### src/rtl/time_counter.sv
// rtl/time_counter.sv - 24 h HH:MM BCD real-time keeper with validated time load
// Counts one_second strobes into minutes and advances four BCD digits; rejects out-of-range loads.
module time_counter #(
    parameter int SECONDS_PER_MIN = 60
) (
    input  logic       clock,
    input  logic       reset_n,
    input  logic       one_second,
    input  logic       load_new_c,
    input  logic [3:0] new_current_time_ms_hr,
    input  logic [3:0] new_current_time_ls_hr,
    input  logic [3:0] new_current_time_ms_min,
    input  logic [3:0] new_current_time_ls_min,
    output logic [3:0] current_time_ms_hr,
    output logic [3:0] current_time_ls_hr,
    output logic [3:0] current_time_ms_min,
    output logic [3:0] current_time_ls_min,
    output logic       load_error,
    output logic       minute_tick
);

    localparam int SEC_W = (SECONDS_PER_MIN > 1) ? $clog2(SECONDS_PER_MIN) : 1;
    localparam logic [SEC_W-1:0] SEC_LAST = SEC_W'(SECONDS_PER_MIN - 1);

    logic [SEC_W-1:0] sec_count;
    logic             load_valid;
    logic             min_adv;
    logic [3:0]       next_ms_hr;
    logic [3:0]       next_ls_hr;
    logic [3:0]       next_ms_min;
    logic [3:0]       next_ls_min;

    always_comb begin
        load_valid = (new_current_time_ms_hr <= 4'd2)
                  && (new_current_time_ls_hr <= 4'd9)
                  && ((new_current_time_ms_hr != 4'd2) || (new_current_time_ls_hr <= 4'd3))
                  && (new_current_time_ms_min <= 4'd5)
                  && (new_current_time_ls_min <= 4'd9);
    end

    assign min_adv = one_second && (sec_count == SEC_LAST);

    // Time of day one minute ahead, with BCD carries and the 23:59 -> 00:00 wrap
    always_comb begin
        next_ms_hr  = current_time_ms_hr;
        next_ls_hr  = current_time_ls_hr;
        next_ms_min = current_time_ms_min;
        next_ls_min = current_time_ls_min;
        if (current_time_ls_min != 4'd9) begin
            next_ls_min = current_time_ls_min + 4'd1;
        end else begin
            next_ls_min = 4'd0;
            if (current_time_ms_min != 4'd5) begin
                next_ms_min = current_time_ms_min + 4'd1;
            end else begin
                next_ms_min = 4'd0;
                if ((current_time_ms_hr == 4'd2) && (current_time_ls_hr == 4'd3)) begin
                    next_ms_hr = 4'd0;
                    next_ls_hr = 4'd0;
                end else if (current_time_ls_hr == 4'd9) begin
                    next_ls_hr = 4'd0;
                    next_ms_hr = current_time_ms_hr + 4'd1;
                end else begin
                    next_ls_hr = current_time_ls_hr + 4'd1;
                end
            end
        end
    end

    always_ff @(posedge clock or negedge reset_n) begin
        if (!reset_n) begin
            sec_count           <= '0;
            current_time_ms_hr  <= 4'd0;
            current_time_ls_hr  <= 4'd0;
            current_time_ms_min <= 4'd0;
            current_time_ls_min <= 4'd0;
            load_error          <= 1'b0;
            minute_tick         <= 1'b0;
        end else if (load_new_c && load_valid) begin
            // A valid load discards any coincident strobe and restarts the minute
            sec_count           <= '0;
            current_time_ms_hr  <= new_current_time_ms_hr;
            current_time_ls_hr  <= new_current_time_ls_hr;
            current_time_ms_min <= new_current_time_ms_min;
            current_time_ls_min <= new_current_time_ls_min;
            load_error          <= 1'b0;
            minute_tick         <= 1'b0;
        end else begin
            load_error  <= load_new_c;
            minute_tick <= min_adv;
            if (min_adv) begin
                sec_count           <= '0;
                current_time_ms_hr  <= next_ms_hr;
                current_time_ls_hr  <= next_ls_hr;
                current_time_ms_min <= next_ms_min;
                current_time_ls_min <= next_ls_min;
            end else if (one_second) begin
                sec_count <= sec_count + SEC_W'(1);
            end
        end
    end

endmodule
### config.mk
export PLATFORM = sky130hd
export DESIGN_NAME = time_counter
export DESIGN_NICKNAME = d
export VERILOG_FILES = /design/src/rtl/time_counter.sv
export SDC_FILE = /design/constraint.sdc
export NUM_CORES = 1
export LEC_CHECK = 0
export BUFFER_PORTS_ARGS = -buffer_cell sky130_fd_sc_hd__buf_2
export CELL_PAD_IN_SITES_DETAIL_PLACEMENT = 0
export CELL_PAD_IN_SITES_GLOBAL_PLACEMENT = 1
export CORE_MARGIN = 8
export CORE_UTILIZATION = 35
export CTS_CLUSTER_SIZE = 20
export DETAILED_ROUTE_END_ITERATION = 16
export PLACE_DENSITY_LB_ADDON = 0.15
export SETUP_SLACK_MARGIN = 0.2
export SLEW_MARGIN = 25
export SYNTH_ARGS = -nofsm -noshare
export SYNTH_HDL_FRONTEND = slang
export SYNTH_SLANG_ARGS = --single-unit
### constraint.sdc
create_clock -name clock -period 2.5 [get_ports clock]
set_clock_uncertainty 0.15 [all_clocks]
set_input_delay 0.25 -clock clock [delete_from_list [all_inputs] [get_ports clock]]
set_output_delay 0.25 -clock clock [all_outputs]
set_load 0.1 [all_outputs]
# ---- Yosys cells after proc, flatten, opt, wreduce, memory -nomap -nowiden
# Cells that the tools add are included.
dict set report totals {
  regBits 24
  in_bits 20
  wordCells 64
}
dict set report classes {
  addsub 5
  magnitude_cmp 5
  eq_ne 9
  mux 24
  reduce_logical 14
}
# op count
set ops {}
lappend ops {{4-bit 2-to-1 mux} 19}
lappend ops {{6-bit 2-to-1 mux} 3}
lappend ops {{4-bit by 1-bit adder with 4-bit output, second input constant} 4}
lappend ops {{4-bit by 2-bit == test with 1-bit output, second input constant} 2}
lappend ops {{4-bit by 2-bit <= comparator with 1-bit output, second input constant} 2}
lappend ops {{4-bit <= comparator, second input constant} 2}
lappend ops {{1-bit logical AND} 7}
lappend ops {{6-bit by 1-bit adder with 6-bit output, second input constant} 1}
lappend ops {{6-bit == test, second input constant} 1}
lappend ops {{3-bit nonzero test} 2}
lappend ops {{4-bit == test, second input constant} 1}
lappend ops {{4-bit by 3-bit <= comparator with 1-bit output, second input constant} 1}
lappend ops {{2-bit by 1-bit inequality test with 1-bit output, second input constant} 2}
lappend ops {{4-bit by 2-bit inequality test with 1-bit output, second input constant} 1}
lappend ops {{4-bit by 3-bit inequality test with 1-bit output, second input constant} 1}
lappend ops {{4-bit inequality test, second input constant} 1}
lappend ops {{4-bit AND reduction} 1}
lappend ops {{3-bit AND reduction} 1}
lappend ops {{1-bit 2-to-1 mux} 2}
lappend ops {{2-bit AND reduction} 1}
lappend ops {{2-bit nonzero test} 1}
lappend ops {{1-bit logical OR} 1}

# ---- Longest topological paths before layout
# Gate-level depths: netlist of run 1.
dict set report logic_depth {
  ltp_word 8
  depth_mapped 6
  mapped_depth_nobuf 6
}

# ---- Worst setup path before layout of run 1
# No wires, ideal clock.
dict set report synth_timing {
  kind {register to register}
  startpoint {register current_time_ls_min[3]}
  endpoint {register current_time_ms_hr[3]}
  t_arrival_ps 2472
  t_required_ps 2272
  slack_ps -200
  path_stages_with_launch 6
  n_path_buf 1
  path_cell_list {dfrtp_1 > nand4bb_1 > or4_4 > buf_6 > or4_1 > a21oi_1}
}
dict set report synth_between {
  elab_chain_len 3
}
# item line
set synth_lines {}
lappend synth_lines {{from (decl)} 17} ;# output logic [3:0] current_time_ls_min,
lappend synth_lines {{from (signal assigned)} 85} ;# current_time_ls_min <= new_current_time_ls_min;
lappend synth_lines {{from (signal assigned)} 96} ;# current_time_ls_min <= next_ls_min;
lappend synth_lines {{4-bit inequality test} 49} ;# if (current_time_ls_min != 4'd9) begin
lappend synth_lines {{2-bit by 1-bit inequality test with 1-bit output (no line)} --}
lappend synth_lines {{4-bit AND reduction (no line)} --}
lappend synth_lines {{to (signal assigned)} 82} ;# current_time_ms_hr <= new_current_time_ms_hr;
lappend synth_lines {{to (signal assigned)} 93} ;# current_time_ms_hr <= next_ms_hr;
lappend synth_lines {{to (decl)} 14} ;# output logic [3:0] current_time_ms_hr,
# No other way between the ends.
# A chain may end at the register's enable or synchronous reset.

# ---- Worst setup path after layout of run 1
dict set report layout_timing {
  startpoint {register current_time_ls_min[2]}
  endpoint {register current_time_ms_hr[3]}
}
# The elaborated chain is that of the path after synthesis.

==> parameters.txt, run 1 <==
Parameter                              Value

Worst setup path
  Setup Crit Path Kind ... flip-flop to flip-flop
  Worst r2r path cells ... 4
  Largest fanout on the critical path ... 10
  Delay of the slowest cell on the worst path ... 0.64 ns
  Critical-path cell list ... nand4bb_1 -> or4_4 -> or4_1 -> a21oi_1
  Crit path capture type ... flip-flop
  Kind of start point of the critical path ... flip-flop
  Slowest cell on the critical path ... sky130_fd_sc_hd__or4_4
  Worst EP required ... 2.54 ns
  Arrival @ worst endpoint ... 2.23 ns

Floorplanning
  Die footprint ... 6530 µm²
  Row count ... 23
  Overall die height ... 80.8 µm
  Starting density of the core ... 36.5%
  Chip Width ... 80.8 µm
  Area inside the core boundary ... 4030 µm²
  Ports ... 38

GRT
  Number of antenna violations at the first check in global routing ... 0
  Maximum number of pins on one net before global-route repair ... 25
  GR Util All Layers ... 12.2%
  Total congestion overflow ... 0
  Number of global-route vias before repair ... 1364
  Wire length of the first global-routing pass ... 6470 µm

Routing
  Post-route DRC ... 0
  First-pass DRT Iterations ... 4
  Average routed wire per standard cell ... 15.6 µm
  Count of vias placed by the detailed router ... 1357
  ANT nets after route ... 0
  Iter 0 DRT Violations ... 47
  Final Routed Wirelength ... 3920 µm
  Routed via count divided by cell count ... 5.41

Synthesis
  Netlist area before placement ... 1470 µm²
  Yosys top cell by area ... sky130_fd_sc_hd__dfrtp_1
  Async S/R FF share, synth ... 100%
  Area share of xor/xnor cells in the synthesized design ... 2.39%
  Post-synthesis sequential element count ... 24
  Count of synthesis-stage warnings from yosys ... 0
  Share of the synthesized area in compound gates (AO/OA/AOI/OAI) ... 18.7%
  Post-synth cell types ... 41
  Simple-gate share of the synthesized area ... 27.9%
  Post-synthesis area per instance ... 9.18 µm²
  Yosys top cell area share ... 40.9%
  Synth area leaders ... sky130_fd_sc_hd__dfrtp_1 (41%), sky130_fd_sc_hd__o21ai_0 (4.8%), sky130_fd_sc_hd__a21oi_1 (4.4%)
  Arithmetic-cell share of the synthesized area counting full adders, half adders and majority gates ... 2.56%
  Predominant post-synthesis flop cell ... sky130_fd_sc_hd__dfrtp_1
  Total nets after synthesis ... 183
  Most frequent cell after synthesis ... sky130_fd_sc_hd__dfrtp_1
  Seq/Total Area, Yosys ... 40.9%
  Number of synthesized flops with an enable pin ... 0
  Gate count after technology mapping ... 160
  Dominant combinational cell family by area after synthesis ... simple AND/OR/NAND/NOR gates
  Mux cell area share after synthesis ... 2.90%
  Synth cell count leaders ... sky130_fd_sc_hd__dfrtp_1 (24), sky130_fd_sc_hd__o21ai_0 (14), sky130_fd_sc_hd__a21oi_1 (13), sky130_fd_sc_hd__nor3_1 (13), sky130_fd_sc_hd__nand2_1 (9)

Clock network
  Clock transition time at the flip-flop clock pins of the worst setup and hold paths ... 0.09 ns
  Num CTS Buffers ... 3
  Htree depth ... 1
  CTS Root Cell ... sky130_fd_sc_hd__clkbuf_8
  TritonCTS clock tree ... done
  Clk Latency, worst-skew pair ... 0.26 ns
  Clock Tree Buf Depth ... 2
  Count of clock tree sinks ... 24

STA
  Total setup violations reported at the end of the flow ... 0
  Setup tns final ... 0 ns
  RSZ-0062 raised after global routing ... no
  Final critical path time including I/O delays and setup ... 2.19 ns
  Final slew viol count ... 0
  Hold Fails Final Rpt ... 0
  Max Fclk ... 0.457 GHz
  Ratio of final minimum period to clock period ... 87.5%
  Slew headroom ... 62.0%
  Transition time at the pin with the least slew margin ... 0.555 ns

Placement
  Port-buffer cells ... 37
  Final Wtd Congestion ... 0.840
  Hpwl dp ... 3020 µm

Final layout
  Fraction of layout instances using a drive strength above 1 ... 33.3%
  Post-layout nets ... 225
  Antenna cell count ... 0
  Layout area overhead ... 25.0%
  Share of the core filled with cells ... 45.6%
  Number of inserted filler cells in the final layout ... 408

Power
  IR drop worst, VDD ... 486 µV
  Power Dens Cells ... 962 nW/µm²
  Final Power ... 1.77 mW
  Leakage component of the power ... 0.760 nW

Min path
  Worst hold stages ... 2
  Class of the worst hold path ... input pin to flip-flop

Job
  Max-cap violation count ... 0

Status
  Status ... finished clean
[worst max-delay path: cells and delay by family, from the launching register on]
kind / cells / cell delay, ns
AND/OR/NAND/NOR: 3 / 1.31
AO/OA/AOI/OAI: 1 / 0.13
flip-flops: 1 / 0.53
[final cells by class]
type,instances,area (µm²),share of cell area [%]
inverters,7,26.3,1.43
clock inverters,1,30.0,1.64
flip-flops and latches,24,632,34.4
well taps,50,62.6,3.41
multi-input cells,122,803,43.8
repair buffers,44,240,13.1
clock buffers,3,41.3,2.25
[stage by stage]
stage | instances | worst slack [ns] | hold slack [ns] | cell area [µm²]
2_1_floorplan | 160 | 0.180 | -0.196 | 1500
6_report | 251 | 0.312 | 0.0498 | 1840
4_1_cts | 251 | 0.265 | 0.0475 | 1830
3_3_place_gp | 246 | 0.333 | 0.128 | 1750
3_5_place_dp | 246 | 0.298 | 0.126 | 1750
5_1_grt | 251 | 0.217 | 0.0535 | 1840
[power by group]
part | leakage [nW] | switching, mW | internal (mW)
Clock | 0.0357 | 0.128 | 0.214
Sequential | 0.283 | 0.144 | 0.503
Combinational | 0.442 | 0.581 | 0.197
[layout by cell type, fill, tap and decap left out, types with 2 or more instances in the layout]
master and n:
sky130_fd_sc_hd__buf_2 37, sky130_fd_sc_hd__o21ai_0 14, sky130_fd_sc_hd__nor3_1 13, sky130_fd_sc_hd__a21oi_1 13, sky130_fd_sc_hd__dfrtp_2 10, sky130_fd_sc_hd__nand2_1 9, sky130_fd_sc_hd__dfrtp_1 9, sky130_fd_sc_hd__a31oi_1 8
sky130_fd_sc_hd__inv_1 7, sky130_fd_sc_hd__nand3_1 7, sky130_fd_sc_hd__nor2_1 6, sky130_fd_sc_hd__buf_4 6, sky130_fd_sc_hd__or4_1 5, sky130_fd_sc_hd__dfrtp_4 5, sky130_fd_sc_hd__xnor2_1 4, sky130_fd_sc_hd__o21a_1 3
sky130_fd_sc_hd__nand3b_1 3, sky130_fd_sc_hd__clkbuf_8 3, sky130_fd_sc_hd__nand4bb_1 2, sky130_fd_sc_hd__nor4b_1 2, sky130_fd_sc_hd__nor4bb_1 2, sky130_fd_sc_hd__nand4_1 2, sky130_fd_sc_hd__nand4b_1 2, sky130_fd_sc_hd__nor2b_1 2
sky130_fd_sc_hd__mux2_2 2, sky130_fd_sc_hd__o31ai_1 2, sky130_fd_sc_hd__mux2i_1 2, sky130_fd_sc_hd__ha_1 2
[cell families after synthesis]
kind of cell	count (synthesis)
AND/OR/NAND/NOR	65
AO/OA/AOI/OAI	46
flip-flops	24
buffers and inverters	14
XOR/XNOR	4
multiplexers	4
adder cells (fa/ha/maj)	3
[metal layers]
metal / part of all wire [%] / vias to the layer above / global-route usage [%]
met4: 0.41 / 0 / 2.68
li1: - / 688 / -
met2: 48 / 22 / 20.6
met1: 46 / 645 / 15.6
met3: 5.4 / 2 / 2.76
met5: 0 / - / 0
[sequential cells by signal (all words and copies together), names as in the netlist]
signal,flops
sec_count,6
current_time_ls_min,4
load_error,1
current_time_ls_hr,4
current_time_ms_hr,4
minute_tick,1
current_time_ms_min,4
[path summary, 6_finish.rpt]
kind / start / end / slack, ns
setup / recovery: current_time_ls_min[2] / current_time_ms_hr[3] / 0.31
hold / removal: load_new_c / load_error / 0.05
setup reg to reg: current_time_ls_min[2] / current_time_ms_hr[3] / 0.31
hold reg to reg: sec_count[1] / sec_count[1] / 0.41
max in group asynchronous: reset_n / current_time_ls_min[1] / 1.44
min in group asynchronous: reset_n / current_time_ms_hr[0] / 0.35
[repair_timing]
action,in CTS,in global routing
hold endpoints to repair,24,0
hold buffers,1,0
setup buffers,0,0
endpoints found under the setup margin,0,1
gates resized for setup,0,1
No activity file was read; power rests on OpenSTA's default activity.
==> run 2, diff against run 1 <==
--- a/config.mk
+++ b/config.mk
@@ -8,9 +8,9 @@
 export BUFFER_PORTS_ARGS = -buffer_cell sky130_fd_sc_hd__buf_2
 export CELL_PAD_IN_SITES_DETAIL_PLACEMENT = 0
 export CELL_PAD_IN_SITES_GLOBAL_PLACEMENT = 1
+export CORE_ASPECT_RATIO = 1.75
 export CORE_MARGIN = 8
 export CORE_UTILIZATION = 35
-export CTS_CLUSTER_SIZE = 20
 export DETAILED_ROUTE_END_ITERATION = 16
 export PLACE_DENSITY_LB_ADDON = 0.15
 export SETUP_SLACK_MARGIN = 0.2
==> constraint.sdc (replaced) <==
create_clock -name clock -period 2.5 [get_ports clock]
set_clock_uncertainty 0.15 [all_clocks]
set_input_delay 0 -clock clock [delete_from_list [all_inputs] [get_ports clock]]
set_output_delay 0 -clock clock [all_outputs]
set_load 0.1 [all_outputs]
==> parameters.txt, run 2 (same netlist as run 1, synthesis figures left out) <==
Parameter                              Value

GRT
  Maximum number of pins on one net before global-route repair ... 25 (unchanged)
  Wire length of the first global-routing pass ... 7360 µm (+14%)
  Number of global-route vias before repair ... 1532 (+12%)
  Number of antenna violations at the first check in global routing ... 0 (unchanged)
  GR Util All Layers ... 13.9% (+1.7 points)
  Total congestion overflow ... 0 (unchanged)

STA
  Final critical path time including I/O delays and setup ... 2.20 ns (+0.0157 ns)
  Total setup violations reported at the end of the flow ... 0 (unchanged)
  Setup tns final ... 0 ns (unchanged)
  Max Fclk ... 0.454 GHz (-0.71%)
  RSZ-0062 raised after global routing ... yes
  Slew headroom ... 61.6% (-0.47 points)
  Transition time at the pin with the least slew margin ... 0.577 ns (+0.0213 ns)
  Hold Fails Final Rpt ... 0 (unchanged)
  Final slew viol count ... 0 (unchanged)
  Ratio of final minimum period to clock period ... 88.2% (+0.63 points)

Final layout
  Post-layout nets ... 241 (+7.1%)
  Leading cell type in the layout, fill and taps excluded ... sky130_fd_sc_hd__buf_2
  Share of the core filled with cells ... 48.6% (+3.0 points)
  Layout area overhead ... 34.8%
  Flip-flop count of the largest register after layout ... 6 (unchanged)
  Cell area after layout ... 1980 µm² (+7.8%)
  Fraction of layout instances using a drive strength above 1 ... 30.9% (-2.5 points)
  Antenna cell count ... 0 (unchanged)
  Top library cells by usage in the layout, fill and taps aside ... sky130_fd_sc_hd__buf_2 (37), sky130_fd_sc_hd__dlygate4sd3_1 (17), sky130_fd_sc_hd__o21ai_0 (14), sky130_fd_sc_hd__nor3_1 (13), sky130_fd_sc_hd__a21oi_1 (13)
  Register with the most flip-flops ... sec_count

Routing
  Average routed wire per standard cell ... 16.6 µm (+6.2%)
  Uppermost layer routed ... met4
  Met2 WL post-DR ... 2560 µm (+35%)
  ANT nets after route ... 0 (unchanged)
  Iter 0 DRT Violations ... 21 (-55%)
  Post-route DRC ... 0 (unchanged)
  Routed via count divided by cell count ... 5.62 (+4.0%)
  Count of vias placed by the detailed router ... 1495 (+10%)
  Met3 routed WL ... 189 µm (-11%)
  Length of routed wiring on met1 ... 1610 µm (-10%)
  First-pass DRT Iterations ... 4 (unchanged)
  Final Routed Wirelength ... 4410 µm (+13%)

Clock network
  CTS Root Cell ... sky130_fd_sc_hd__clkbuf_8
  Count of buffers added by post-CTS timing repair for setup ... 0 (unchanged)
  Clock Tree Buf Depth ... 2 (unchanged)
  Count of clock tree sinks ... 24 (unchanged)
  Clk Latency, worst-skew pair ... 0.27 ns (about the same)
  Num CTS Buffers ... 3 (unchanged)
  Clock transition time at the flip-flop clock pins of the worst setup and hold paths ... 0.09 ns (about the same)
  Htree depth ... 1 (unchanged)
  TritonCTS clock tree ... done

Worst setup path
  Capture point of the worst reg-to-reg path ... current_time_ms_hr[3]
  Arrival @ worst endpoint ... 2.25 ns (+0.02 ns)
  Kind of start point of the critical path ... flip-flop
  Origin of the critical flop-to-flop path ... current_time_ls_min[1]
  Worst EP required ... 2.55 ns (about the same)
  Crit path capture type ... flip-flop
  Largest fanout on the critical path ... 10 (unchanged)
  Setup Crit Path Kind ... flip-flop to flip-flop
  Setup slack of the most critical reg-to-reg path ... 0.30 ns (-0.02 ns)
  Worst r2r path cells ... 4 (unchanged)

Floorplanning
  Area inside the core boundary ... 4070 µm² (+1.1%)
  Row count ... 31 (+35%)
  Die footprint ... 6610 µm² (+1.2%)
  Starting density of the core ... 36.1% (-0.39 points)
  Chip Width ... 65.0 µm (-20%)
  Overall die height ... 102 µm (+26%)
  Ports ... 38 (unchanged)

Power
  Leakage component of the power ... 0.820 nW (+7.9%)
  IR drop worst, VDD ... 589 µV (+21%)
  Power Dens Cells ... 868 nW/µm² (-9.7%)

Status
  Status ... finished clean

Job
  Max-cap violation count ... 0 (unchanged)

Min path
  Class of the worst hold path ... input pin to async pin

Placement
  Port-buffer cells ... 37 (unchanged)
  Total placed instance area ... 1750 µm² (about the same)
  Final Wtd Congestion ... 0.763 (-9.2%)
  Hpwl dp ... 3320 µm (+9.8%)
## run 2: changes by cell type in the layout (fill, tap and decap cells not counted)
cell	before	now
sky130_fd_sc_hd__a2111oi_0	1	0
sky130_fd_sc_hd__a2111oi_1	0	1
sky130_fd_sc_hd__dlygate4sd3_1	1	17
sky130_fd_sc_hd__bufinv_16	1	0
sky130_fd_sc_hd__clkbuf_8	3	4
## run 2: how the worst max path moves through the flow
| stage | from | to | slack [ns] | cells past startpoint |
|---|---|---|---|---|
| 2_1_floorplan | current_time_ls_min[1] | current_time_ms_hr[3] | 0.18 | 5 |
| 3_3_place_gp | sec_count[0] | current_time_ms_hr[3] | 0.34 | 5 |
| 3_5_place_dp | sec_count[0] | current_time_ms_hr[3] | 0.25 | 5 |
| 4_1_cts | sec_count[0] | current_time_ms_hr[3] | 0.23 | 5 |
| 5_1_grt | sec_count[0] | current_time_ms_hr[3] | 0.19 | 5 |
| 6_report | current_time_ls_min[1] | current_time_ms_hr[3] | 0.30 | 4 |
## run 2: stage by stage
stage          hold WS [ns]  instances  worst slack, ns  power (mW)
3_3_place_gp         -0.119        245            0.339        1.42
6_report              0.106        266            0.296        1.72
2_1_floorplan        -0.446        160            0.180        1.26
5_1_grt               0.180        266            0.194        1.82
4_1_cts               0.132        266            0.227        1.73
3_5_place_dp         -0.114        245            0.254        1.43
## run 2: per-layer routing
metal / GRT usage (%) / vias to the layer above
met4: 4.56 / 0
li1: - / 723
met5: 0 / -
met2: 27.3 / 33
met1: 13.9 / 735
met3: 2.66 / 4
## run 2: worst max-delay path, cell delays in order (launching register included)
cell and delay, ns:
sky130_fd_sc_hd__dfrtp_4 0.51, sky130_fd_sc_hd__nand4bb_1 0.26, sky130_fd_sc_hd__or4_4 0.64, sky130_fd_sc_hd__or4_1 0.44
sky130_fd_sc_hd__a21oi_1 0.14
## run 2: area by class of cell
type	count	area, µm²
Clock buffer	4	55.1
Fill cell	396	2090
Inverter	7	26.3
Multi-Input combinational cell	122	805
Sequential cell	24	632
Tap cell	49	61.3
Timing Repair Buffer	60	400
## run 2: report_power, final
| part | switching [mW] | total, mW | internal [mW] |
|---|---|---|---|
| Sequential | 0.140 | 0.642 | 0.502 |
| Combinational | 0.589 | 0.802 | 0.213 |
| Clock | 0.134 | 0.275 | 0.141 |
| Total | 0.863 | 1.72 | 0.856 |
## run 2: what timing repair did
| item | 4_1_cts | 5_1_grt |
|---|---|---|
| resized for setup | 0 | 2 |
| endpoints found under the hold margin | 41 | 0 |
| hold buffers | 17 | 0 |
| setup endpoints to repair | 0 | 9 |
==> run 3, diff against run 2 <==
--- a/config.mk
+++ b/config.mk
@@ -9,7 +9,7 @@
 export CELL_PAD_IN_SITES_DETAIL_PLACEMENT = 0
 export CELL_PAD_IN_SITES_GLOBAL_PLACEMENT = 1
 export CORE_ASPECT_RATIO = 1.75
-export CORE_MARGIN = 8
+export CORE_MARGIN = 1
 export CORE_UTILIZATION = 35
 export DETAILED_ROUTE_END_ITERATION = 16
 export PLACE_DENSITY_LB_ADDON = 0.15
==> parameters.txt, run 3 (same netlist as run 1, synthesis figures left out) <==
Parameter                              Value

Status
  Status ... finished clean

Power
  IR drop worst, VDD ... 461 µV (-22%)
  Power Dens Cells ... 863 nW/µm² (-0.60%)
  Leakage component of the power ... 0.809 nW (-1.3%)

Final layout
  Final Instance Count excl. Fillers ... 264 (-0.75%)
  Fraction of layout instances using a drive strength above 1 ... 30.1% (-0.78 points)
  Antenna cell count ... 0 (unchanged)
  Flip-flop count of the largest register after layout ... 6 (unchanged)
  Leading cell type in the layout, fill and taps excluded ... sky130_fd_sc_hd__buf_2
  Layout area overhead ... 33.5%
  Top library cells by usage in the layout, fill and taps aside ... sky130_fd_sc_hd__buf_2 (37), sky130_fd_sc_hd__dlygate4sd3_1 (17), sky130_fd_sc_hd__o21ai_0 (14), sky130_fd_sc_hd__nor3_1 (13), sky130_fd_sc_hd__a21oi_1 (13)
  Register with the most flip-flops ... sec_count
  Post-layout nets ... 240 (-0.41%)

Floorplanning
  Overall die height ... 87.7 µm (-14%)
  Starting density of the core ... 37.3% (+1.2 points)
  Area inside the core boundary ... 3940 µm² (-3.2%)
  Ports ... 38 (unchanged)
  Die footprint ... 4470 µm² (-32%)
  Chip Width ... 51.0 µm (-22%)
  Row count ... 30 (-3.2%)

Clock network
  Clock transition time at the flip-flop clock pins of the worst setup and hold paths ... 0.09 ns (about the same)
  Htree depth ... 1 (unchanged)
  TritonCTS clock tree ... done
  Clock Tree Buf Depth ... 2 (unchanged)
  Clk Latency, worst-skew pair ... 0.27 ns (about the same)
  CTS Root Cell ... sky130_fd_sc_hd__clkbuf_8
  Count of buffers added by post-CTS timing repair for setup ... 0 (unchanged)
  Count of clock tree sinks ... 24 (unchanged)
  Num CTS Buffers ... 3 (unchanged)

Placement
  Post-placement cell count ... 243 (-0.82%)
  Port-buffer cells ... 37 (unchanged)
  Final Wtd Congestion ... 0.756 (-0.88%)
  Hpwl dp ... 3020 µm (-9.0%)

STA
  Transition time at the pin with the least slew margin ... 0.581 ns (+0.00402 ns)
  Final critical path time including I/O delays and setup ... 2.17 ns (-0.0367 ns)
  Max Fclk ... 0.461 GHz (+1.7%)
  Final slew viol count ... 0 (unchanged)
  Ratio of final minimum period to clock period ... 86.7% (-1.5 points)
  Total setup violations reported at the end of the flow ... 0 (unchanged)
  Setup tns final ... 0 ns (unchanged)
  Slew headroom ... 61.3% (-0.27 points)
  Hold Fails Final Rpt ... 0 (unchanged)
  RSZ-0062 raised after global routing ... no

Min path
  Class of the worst hold path ... input pin to async pin

Worst setup path
  Family with the most delay on the worst path ... simple AND/OR/NAND/NOR gates
  Setup slack of the most critical reg-to-reg path ... 0.33 ns (+0.04 ns)
  Origin of the critical flop-to-flop path ... sec_count[0]
  Destination of the critical timing path ... current_time_ms_hr[3]
  Critical-path cell list ... ha_2 -> nand4b_4 -> or4_4 -> or4_1 -> a21oi_1
  Largest fanout on the critical path ... 10 (unchanged)
  Slowest cell on the critical path ... sky130_fd_sc_hd__or4_4
  Crit path capture type ... flip-flop
  Worst setup path startpoint ... sec_count[0]
  Delay of the slowest cell on the worst path ... 0.58 ns (-0.06 ns)
  Capture point of the worst reg-to-reg path ... current_time_ms_hr[3]
  WP buf/inv ... 0 (unchanged)
  Arrival @ worst endpoint ... 2.22 ns (-0.03 ns)
  Total number of cells along the worst setup path ... 5 (+1)
  Setup Crit Path Kind ... flip-flop to flip-flop
  Worst EP required ... 2.55 ns (about the same)
  Kind of start point of the critical path ... flip-flop
  Worst r2r path cells ... 5 (+1)

Routing
  Post-route DRC ... 0 (unchanged)
  First-pass DRT Iterations ... 4 (unchanged)
  Final Routed Wirelength ... 4120 µm (-6.6%)
  Count of vias placed by the detailed router ... 1467 (-1.9%)
  Iter 0 DRT Violations ... 13 (-38%)
  Average routed wire per standard cell ... 15.6 µm (-5.8%)
  ANT nets after route ... 0 (unchanged)
  Routed via count divided by cell count ... 5.56 (-1.1%)

GRT
  Number of antenna violations at the first check in global routing ... 0 (unchanged)
  Total congestion overflow ... 0 (unchanged)
  Number of global-route vias before repair ... 1471 (-4.0%)
  Maximum number of pins on one net before global-route repair ... 25 (unchanged)
  Wire length of the first global-routing pass ... 6630 µm (-9.9%)
  GR Util All Layers ... 19.8% (+5.9 points)

Job
  Max-cap violation count ... 0 (unchanged)
run 3: cell types whose count changed in the layout (fill, tap and decap cells not counted):
cell                       previous run  this run
sky130_fd_sc_hd__buf_4                6         5
sky130_fd_sc_hd__clkbuf_1             0         1
sky130_fd_sc_hd__clkbuf_8             4         3
run 3: worst min-delay path by stage:
stage               startpoint                    end  slack [ns]  cells after the start
floorplan              reset_n  current_time_ls_hr[1]       -0.45                      0
CTS                    reset_n  current_time_ms_hr[0]        0.12                      2
global placement       reset_n  current_time_ms_hr[0]       -0.12                      1
detailed placement     reset_n  current_time_ms_hr[0]       -0.11                      1
global route           reset_n  current_time_ms_hr[0]        0.18                      2
finish                 reset_n            minute_tick        0.11                      2
run 3: cell type report:
class | instances | area, µm²
sequential | 24 | 632
inverter | 7 | 26.3
fill | 405 | 1980
clock buffer | 4 | 45.0
multi-input combinational | 122 | 805
timing repair buffer | 59 | 393
tap | 48 | 60.1
run 3: report_power, final:
| part | leakage (nW) | switching, mW | total (mW) | internal [mW] |
|---|---|---|---|---|
| Combinational | 0.504 | 0.589 | 0.802 | 0.213 |
| Sequential | 0.283 | 0.145 | 0.647 | 0.502 |
| Clock | 0.0228 | 0.129 | 0.244 | 0.114 |
| Total | 0.809 | 0.863 | 1.69 | 0.829 |
run 3: metal layers:
metal	vias up	share of wire (%)	track usage, %
met2	34	56	38.4
li1	721	-	-
met1	705	40	20.4
met5	-	0	0
met4	0	1.6	8.33
met3	7	2.9	2.78
run 3: repair_timing:
item                                   4_1_cts  5_1_grt
setup endpoints to repair                    0       13
endpoints found under the hold margin       41        0
gates resized for setup                      0        2
hold buffers                                17        0
run 3: worst reg2reg max path: stages, from the launching register on:
cell and delay [ns]:
sky130_fd_sc_hd__dfrtp_1 0.40, sky130_fd_sc_hd__ha_2 0.26, sky130_fd_sc_hd__nand4b_4 0.16, sky130_fd_sc_hd__or4_4 0.58
sky130_fd_sc_hd__or4_1 0.42, sky130_fd_sc_hd__a21oi_1 0.13
run 3: metrics by stage:
stage / util, % / total power [mW] / instance area, µm² / worst slack [ns] / hold slack (ns)
floorplan: - / 1.26 / 1500 / 0.180 / -0.446
global placement: 44.2 / 1.41 / 1740 / 0.332 / -0.124
detailed placement: 44.2 / 1.43 / 1740 / 0.256 / -0.111
CTS: 49.7 / 1.70 / 1960 / 0.238 / 0.122
global route: 49.7 / 1.80 / 1960 / 0.204 / 0.176
finish: 49.7 / 1.69 / 1960 / 0.333 / 0.106
